[src/rtl/rv64g_l1_pkg.sv]
// Shared constants and types for the banked L1 vector issue path.
// Bank field offset, scheduler FSM states and default geometry.
package rv64g_l1_pkg;

    localparam int BANK_OFS     = 3;
    localparam int NUM_BANKS_D  = 8;
    localparam int NUM_LANES_D  = 8;
    localparam int STARVE_MAX_D = 4;

    typedef enum logic [1:0] {
        ST_IDLE,
        ST_BUSY,
        ST_DONE
    } sched_state_e;

endpackage

[src/rtl/rv64g_l1_bank_pick.sv]
// Lowest-index selector: picks the first pending lane that maps
// onto this bank.
module rv64g_l1_bank_pick #(
    parameter int N = 8,
    parameter int W = $clog2(N)
) (
    input  logic [N-1:0] i_pend,
    input  logic [N-1:0] i_match,
    output logic         o_valid,
    output logic [W-1:0] o_idx
);

    logic [N-1:0] w_req;

    assign w_req = i_pend & i_match;

    always_comb begin
        o_valid = |w_req;
        o_idx   = '0;
        for (int i = N - 1; i >= 0; i--) begin
            if (w_req[i]) o_idx = W'(i);
        end
    end

endmodule

[src/rtl/rv64g_l1_bank_scheduler.sv]
// Vector lane issue scheduler for the banked L1 arrays: one lane per
// bank per cycle, scalar priority with a starvation override.
module rv64g_l1_bank_scheduler
    import rv64g_l1_pkg::*;
#(
    parameter int NUM_BANKS  = NUM_BANKS_D,
    parameter int NUM_LANES  = NUM_LANES_D,
    parameter int STARVE_MAX = STARVE_MAX_D,
    parameter int BANK_W     = $clog2(NUM_BANKS),
    parameter int LANE_W     = $clog2(NUM_LANES)
) (
    input  logic                        clk_i,
    input  logic                        rst_ni,
    input  logic                        vreq_valid_i,
    output logic                        vreq_ready_o,
    input  logic [NUM_LANES-1:0]        vreq_lane_valid_i,
    input  logic [NUM_LANES*64-1:0]     vreq_lane_addr_i,
    input  logic                        scalar_req_i,
    input  logic [BANK_W-1:0]           scalar_bank_i,
    output logic                        scalar_gnt_o,
    output logic [NUM_BANKS-1:0]        bank_en_o,
    output logic [NUM_BANKS*LANE_W-1:0] bank_lane_o,
    output logic [NUM_LANES-1:0]        lane_issue_o,
    output logic                        vreq_done_o,
    output logic                        busy_o
);

    localparam int CNT_W = $clog2(STARVE_MAX + 1);

    sched_state_e          r_state;
    sched_state_e          w_state_d;
    logic [NUM_LANES-1:0]  r_pend;
    logic [NUM_LANES-1:0]  w_pend_d;
    logic [BANK_W-1:0]     r_bank [NUM_LANES];
    logic [CNT_W-1:0]      r_cnt;
    logic [NUM_BANKS-1:0]  w_cand_v;
    logic [LANE_W-1:0]     w_cand [NUM_BANKS];
    logic                  w_busy;
    logic                  w_accept;
    logic                  w_override;
    logic                  w_gnt;
    logic                  w_unused_addr;

    assign w_busy     = (r_state == ST_BUSY);
    assign w_accept   = vreq_valid_i & (r_state == ST_IDLE);
    assign w_override = w_busy & (r_cnt == CNT_W'(STARVE_MAX));
    assign w_gnt      = scalar_req_i & ~w_override;
    assign scalar_gnt_o = w_gnt;
    assign w_unused_addr = ^vreq_lane_addr_i;

    for (genvar b = 0; b < NUM_BANKS; b++) begin : g_bank
        logic [NUM_LANES-1:0] w_match;
        for (genvar l = 0; l < NUM_LANES; l++) begin : g_lane
            assign w_match[l] = (r_bank[l] == BANK_W'(b));
        end
        rv64g_l1_bank_pick #(
            .N (NUM_LANES),
            .W (LANE_W)
        ) u_pick (
            .i_pend  (r_pend),
            .i_match (w_match),
            .o_valid (w_cand_v[b]),
            .o_idx   (w_cand[b])
        );
    end

    // Scalar wins its bank unless the starvation override is active.
    always_comb begin
        bank_en_o    = '0;
        bank_lane_o  = '0;
        lane_issue_o = '0;
        for (int b = 0; b < NUM_BANKS; b++) begin
            if (w_busy && w_cand_v[b] &&
                !(scalar_req_i && scalar_bank_i == BANK_W'(b) && !w_override)) begin
                bank_en_o[b]                      = 1'b1;
                bank_lane_o[b*LANE_W +: LANE_W]   = w_cand[b];
                lane_issue_o[w_cand[b]]           = 1'b1;
            end
        end
    end

    assign w_pend_d = r_pend & ~lane_issue_o;

    always_ff @(posedge clk_i or negedge rst_ni) begin
        if (!rst_ni) r_state <= ST_IDLE;
        else         r_state <= w_state_d;
    end

    always_comb begin
        w_state_d = r_state;
        unique case (r_state)
            ST_IDLE: if (vreq_valid_i)
                         w_state_d = (|vreq_lane_valid_i) ? ST_BUSY : ST_DONE;
            ST_BUSY: if (w_pend_d == '0) w_state_d = ST_DONE;
            ST_DONE: w_state_d = ST_IDLE;
            default: w_state_d = ST_IDLE;
        endcase
    end

    always_comb begin
        vreq_ready_o = (r_state == ST_IDLE);
        busy_o       = (r_state == ST_BUSY) | (r_state == ST_DONE);
        vreq_done_o  = (r_state == ST_DONE);
    end

    always_ff @(posedge clk_i or negedge rst_ni) begin
        if (!rst_ni) begin
            r_pend <= '0;
            for (int l = 0; l < NUM_LANES; l++) r_bank[l] <= '0;
        end else if (w_accept) begin
            r_pend <= vreq_lane_valid_i;
            for (int l = 0; l < NUM_LANES; l++)
                r_bank[l] <= vreq_lane_addr_i[l*64 + BANK_OFS +: BANK_W];
        end else if (w_busy) begin
            r_pend <= w_pend_d;
        end
    end

    always_ff @(posedge clk_i or negedge rst_ni) begin
        if (!rst_ni)
            r_cnt <= '0;
        else if (w_override)
            r_cnt <= '0;
        else if (w_busy && w_gnt && w_cand_v[scalar_bank_i])
            r_cnt <= r_cnt + CNT_W'(1);
        else
            r_cnt <= '0;
    end

endmodule

[config.mk]
export PLATFORM = sky130hd
export DESIGN_NAME = rv64g_l1_bank_scheduler
export DESIGN_NICKNAME = d
export VERILOG_FILES = /design/src/rtl/rv64g_l1_pkg.sv /design/src/rtl/rv64g_l1_bank_pick.sv /design/src/rtl/rv64g_l1_bank_scheduler.sv
export SDC_FILE = /design/constraint.sdc
export NUM_CORES = 1
export LEC_CHECK = 0
export CORE_AREA = 2 2 219 221
export DETAILED_ROUTE_END_ITERATION = 7
export DIE_AREA = 0 0 221 223
export PLACE_DENSITY_LB_ADDON = 0.12
export REMOVE_ABC_BUFFERS = 1
export SLEW_MARGIN = 20
export SYNTH_ARGS = -nofsm -noshare
export SYNTH_HDL_FRONTEND = slang
export SYNTH_SLANG_ARGS = --single-unit
[constraint.sdc]
create_clock -name clk_i -period 4.95 [get_ports clk_i]
set_input_delay 0.495 -clock clk_i [delete_from_list [all_inputs] [get_ports clk_i]]
set_output_delay 0.495 -clock clk_i [all_outputs]
set_load 0.1 [all_outputs]
==> impl_metrics.json <==
{
  "run_status": "finished, final reports clean",
  "first_pass_grt_wire_length_um": 34400,
  "total_leakage_power_nw": 2.14,
  "worst_setup_path_startpoint": "scalar_bank_i[1]",
  "count_of_fill_cells_added_during_filler_insertion": 5419,
  "slack_of_the_worst_reg_to_reg_path_ns": 1.63,
  "pin_count_of_the_biggest_net_entering_global_routing": 38,
  "layout.nets": 1142,
  "report.final.hold_viol_count": 0,
  "chipWidth_um": 221,
  "timing.final.setup_violations": 0,
  "worstReg2RegEnd": "r_state[0]",
  "ys_dominant_reg_cell": "sky130_fd_sc_hd__dfrtp_1",
  "routed-via-count": 4651,
  "worst_ep_required_ns": 4.45,
  "drt_iter0_drc": 296,
  "whs_ns": 0.345,
  "max_cap_viol_count": 0,
  "ys_types": 75,
  "maximum_cell_stage_delay_along_the_critical_path_ns": 0.76,
  "post_cts_resize_count": 0,
  "gr-usage-all-layers_pct": 9.44,
  "cts.reportedPaths.clkPinSlew_ns": 0.07,
  "ys_seq_elements": 37,
  "dpl.cell_count": 1218,
  "worstSkewPairLatency_ns": 0.31,
  "finish.cell_count_without_fillers": 1226,
  "drc": 0,
  "design.portCount": 571,
  "final_design_area_no_fill_mm2": 0.00577,
  "final_layout_size_suffix_gt1_share_pct": 15.1,
  "timing.slew.headroom_pct": 33.3,
  "final_period_minus_worst_setup_slack_ns": 4.13,
  "tritoncts_num_sinks": 37,
  "syn_to_final_growth_pct": 35.9,
  "drv_slew": 0,
  "cellPowerDensity_mw_per_mm2": 627,
  "synth_cells": 556,
  "die_y_um": 223,
  "synth-edff-count": 0,
  "hold_buffers_post_cts": 0,
  "ant_nets": 0,
  "critical_path_peak_fanout": 9,
  "asyncSetResetFlopFracSynth_pct": 100,
  "tightestPinTransition_ns": 0.998,
  "ys_seq_area_share_pct": 21.8,
  "ff2ff_path_depth": 8,
  "detail_route.first_pass.iterations": 5,
  "clock-root-buffer": "sky130_fd_sc_hd__clkbuf_16",
  "final_core_utilization_pct": 12.2,
  "finalPower_mw": 3.61,
  "route.detailed.vias_per_inst": 3.79,
  "type_of_the_most_critical_hold_path": "in -> async",
  "timing.critical_path.cells": "clkdlybuf4s50_1 -> nand3b_1 -> o2111ai_1 -> nor3_1 -> nor4_1 -> nand3_1 -> buf_4",
  "die_area_mm2": 0.0493,
  "critPathKind": "in -> out",
  "post_cts.repair.setup_buffers": 0,
  "io_buffer_count": 82,
  "setup.worst_path.end_class": "output port",
  "fp.coreArea_mm2": 0.0471,
  "place.gp.congestion": 0.756,
  "number_of_antenna_violations_at_the_first_check_in_global_routing": 0,
  "arrival_ns": 3.63,
  "cts_htree_levels": 2,
  "syn_area_mm2": 0.00424,
  "fin_worst_skew_ns": 0.0135,
  "cp-endpoint": "lane_issue_o[3]",
  "grt_overflow": 0,
  "place.detailed.hpwl_um": 19900,
  "worst_setup_path_start_kind": "primary input",
  "via_count_of_the_first_global_routing_pass": 4817,
  "ys.warnings.count": 0,
  "start_util_pct": 9.00,
  "row_count": 80,
  "cts_tree": "done",
  "irDropWorstVdd_mv": 0.279,
  "antenna-diode-count": 0,
  "postSynthAreaPerCell_um2": 7.63,
  "r2r_path_start": "r_bank[20]",
  "cts.path.max_buffers": 2,
  "fmax_mhz": 242,
  "timing.final.crit_share_pct": 83.4,
  "grt_setup_unrepaired": "no",
  "route.detailed.wl_per_inst_um": 19.1,
  "drt_wl_total_um": 23400,
  "cts_buffers": 5,
  "dpl_cell_area_mm2": 0.00559,
  "cp_slowest_cell": "sky130_fd_sc_hd__nor4_1"
}
## layout make-up
| type | instances | area, um^2 | area share, % |
|---|---|---|---|
| multi-input cells | 461 | 3060 | 53.1 |
| flip-flops and latches | 37 | 926 | 16.1 |
| repair buffers | 91 | 786 | 13.6 |
| well taps | 615 | 769 | 13.3 |
| clock buffers | 5 | 125 | 2.17 |
| inverters | 14 | 52.6 | 0.911 |
| clock inverters | 3 | 46.3 | 0.803 |
## how the worst min path moves through the flow
stage / start / end / slack [ns]
after floorplan: rst_ni / r_bank[0] / 0.20
after global placement: r_cnt[0] / r_cnt[0] / 0.58
after detailed placement: r_cnt[0] / r_cnt[0] / 0.57
after CTS: rst_ni / r_bank[5] / 0.38
after global routing: rst_ni / r_bank[5] / 0.42
final: rst_ni / r_bank[10] / 0.35
## stage by stage
stage                     setup TNS (ns)  worst slack, ns
after floorplan                    -2.03            -1.51
after global placement                 0            0.830
after detailed placement               0            0.888
after CTS                              0            0.879
after global routing                   0            0.708
final                                  0            0.820
## cell usage in the layout, fill, tap and decap left out, types with 13 or more instances in the layout
cell,count
sky130_fd_sc_hd__nand4_1,20
sky130_fd_sc_hd__nand4b_1,20
sky130_fd_sc_hd__a21oi_1,13
sky130_fd_sc_hd__o21ai_0,13
sky130_fd_sc_hd__clkdlybuf4s50_1,42
sky130_fd_sc_hd__inv_1,14
sky130_fd_sc_hd__nor3_1,29
sky130_fd_sc_hd__nand2_1,112
sky130_fd_sc_hd__nor2_1,33
sky130_fd_sc_hd__buf_4,48
sky130_fd_sc_hd__dfrtp_1,37
sky130_fd_sc_hd__nand3_1,15
## report_power, final
part	internal, mW	total (mW)	switching [mW]	leakage, nW
clock network	0.239	0.397	0.157	0.0800
registers	0.429	0.814	0.385	0.465
logic	0.705	2.40	1.70	1.59
total	1.37	3.61	2.24	2.14
## critical path, delay by kind of cell
kind                   cells  cell delay [ns]
AO/OA/AOI/OAI              1             0.65
AND/OR/NAND/NOR            4             1.61
buffers and inverters      2             0.87
## sequential cells by signal (all words and copies together), names as in the netlist
signal / count
r_cnt: 3
r_state: 2
r_bank: 24
r_pend: 8
## per-layer routing
metal / part of all wire [%] / routed length, um / GRT usage [%] / up-vias
met5: 0 / 0 / 0 / -
met4: 1.0 / 243 / 1.78 / 0
met3: 2.8 / 645 / 1.29 / 10
met2: 43 / 10200 / 14.6 / 105
met1: 53 / 12300 / 13.9 / 2299
li1: - / - / - / 2237
## cell families after synthesis
logic type	synth area share, %
xor gates and xnor gates	0.206
adders and majority gates	1.47
DFF	21.8
buffers and inverters	6.10
and+or+nand+nor	48.1
AOI/OAI and AO/OA	20.6
muxes	1.77
## synth_stat cells (all sizes together) (13+ instances only)
| master | number | area, um^2 |
|---|---|---|
| clkbuf | 26 | 98.8 |
| a21oi | 13 | 65.1 |
| inv | 14 | 52.6 |
| o21ai | 15 | 78.8 |
| nor2 | 33 | 124 |
| dfrtp | 37 | 926 |
| nor3 | 30 | 155 |
| nor4 | 13 | 87.6 |
| buf | 18 | 108 |
| nand4b | 20 | 175 |
| nand2 | 113 | 424 |
| nand4 | 20 | 125 |
| nand3 | 15 | 75.1 |
No activity file was read; power rests on OpenSTA's default activity.
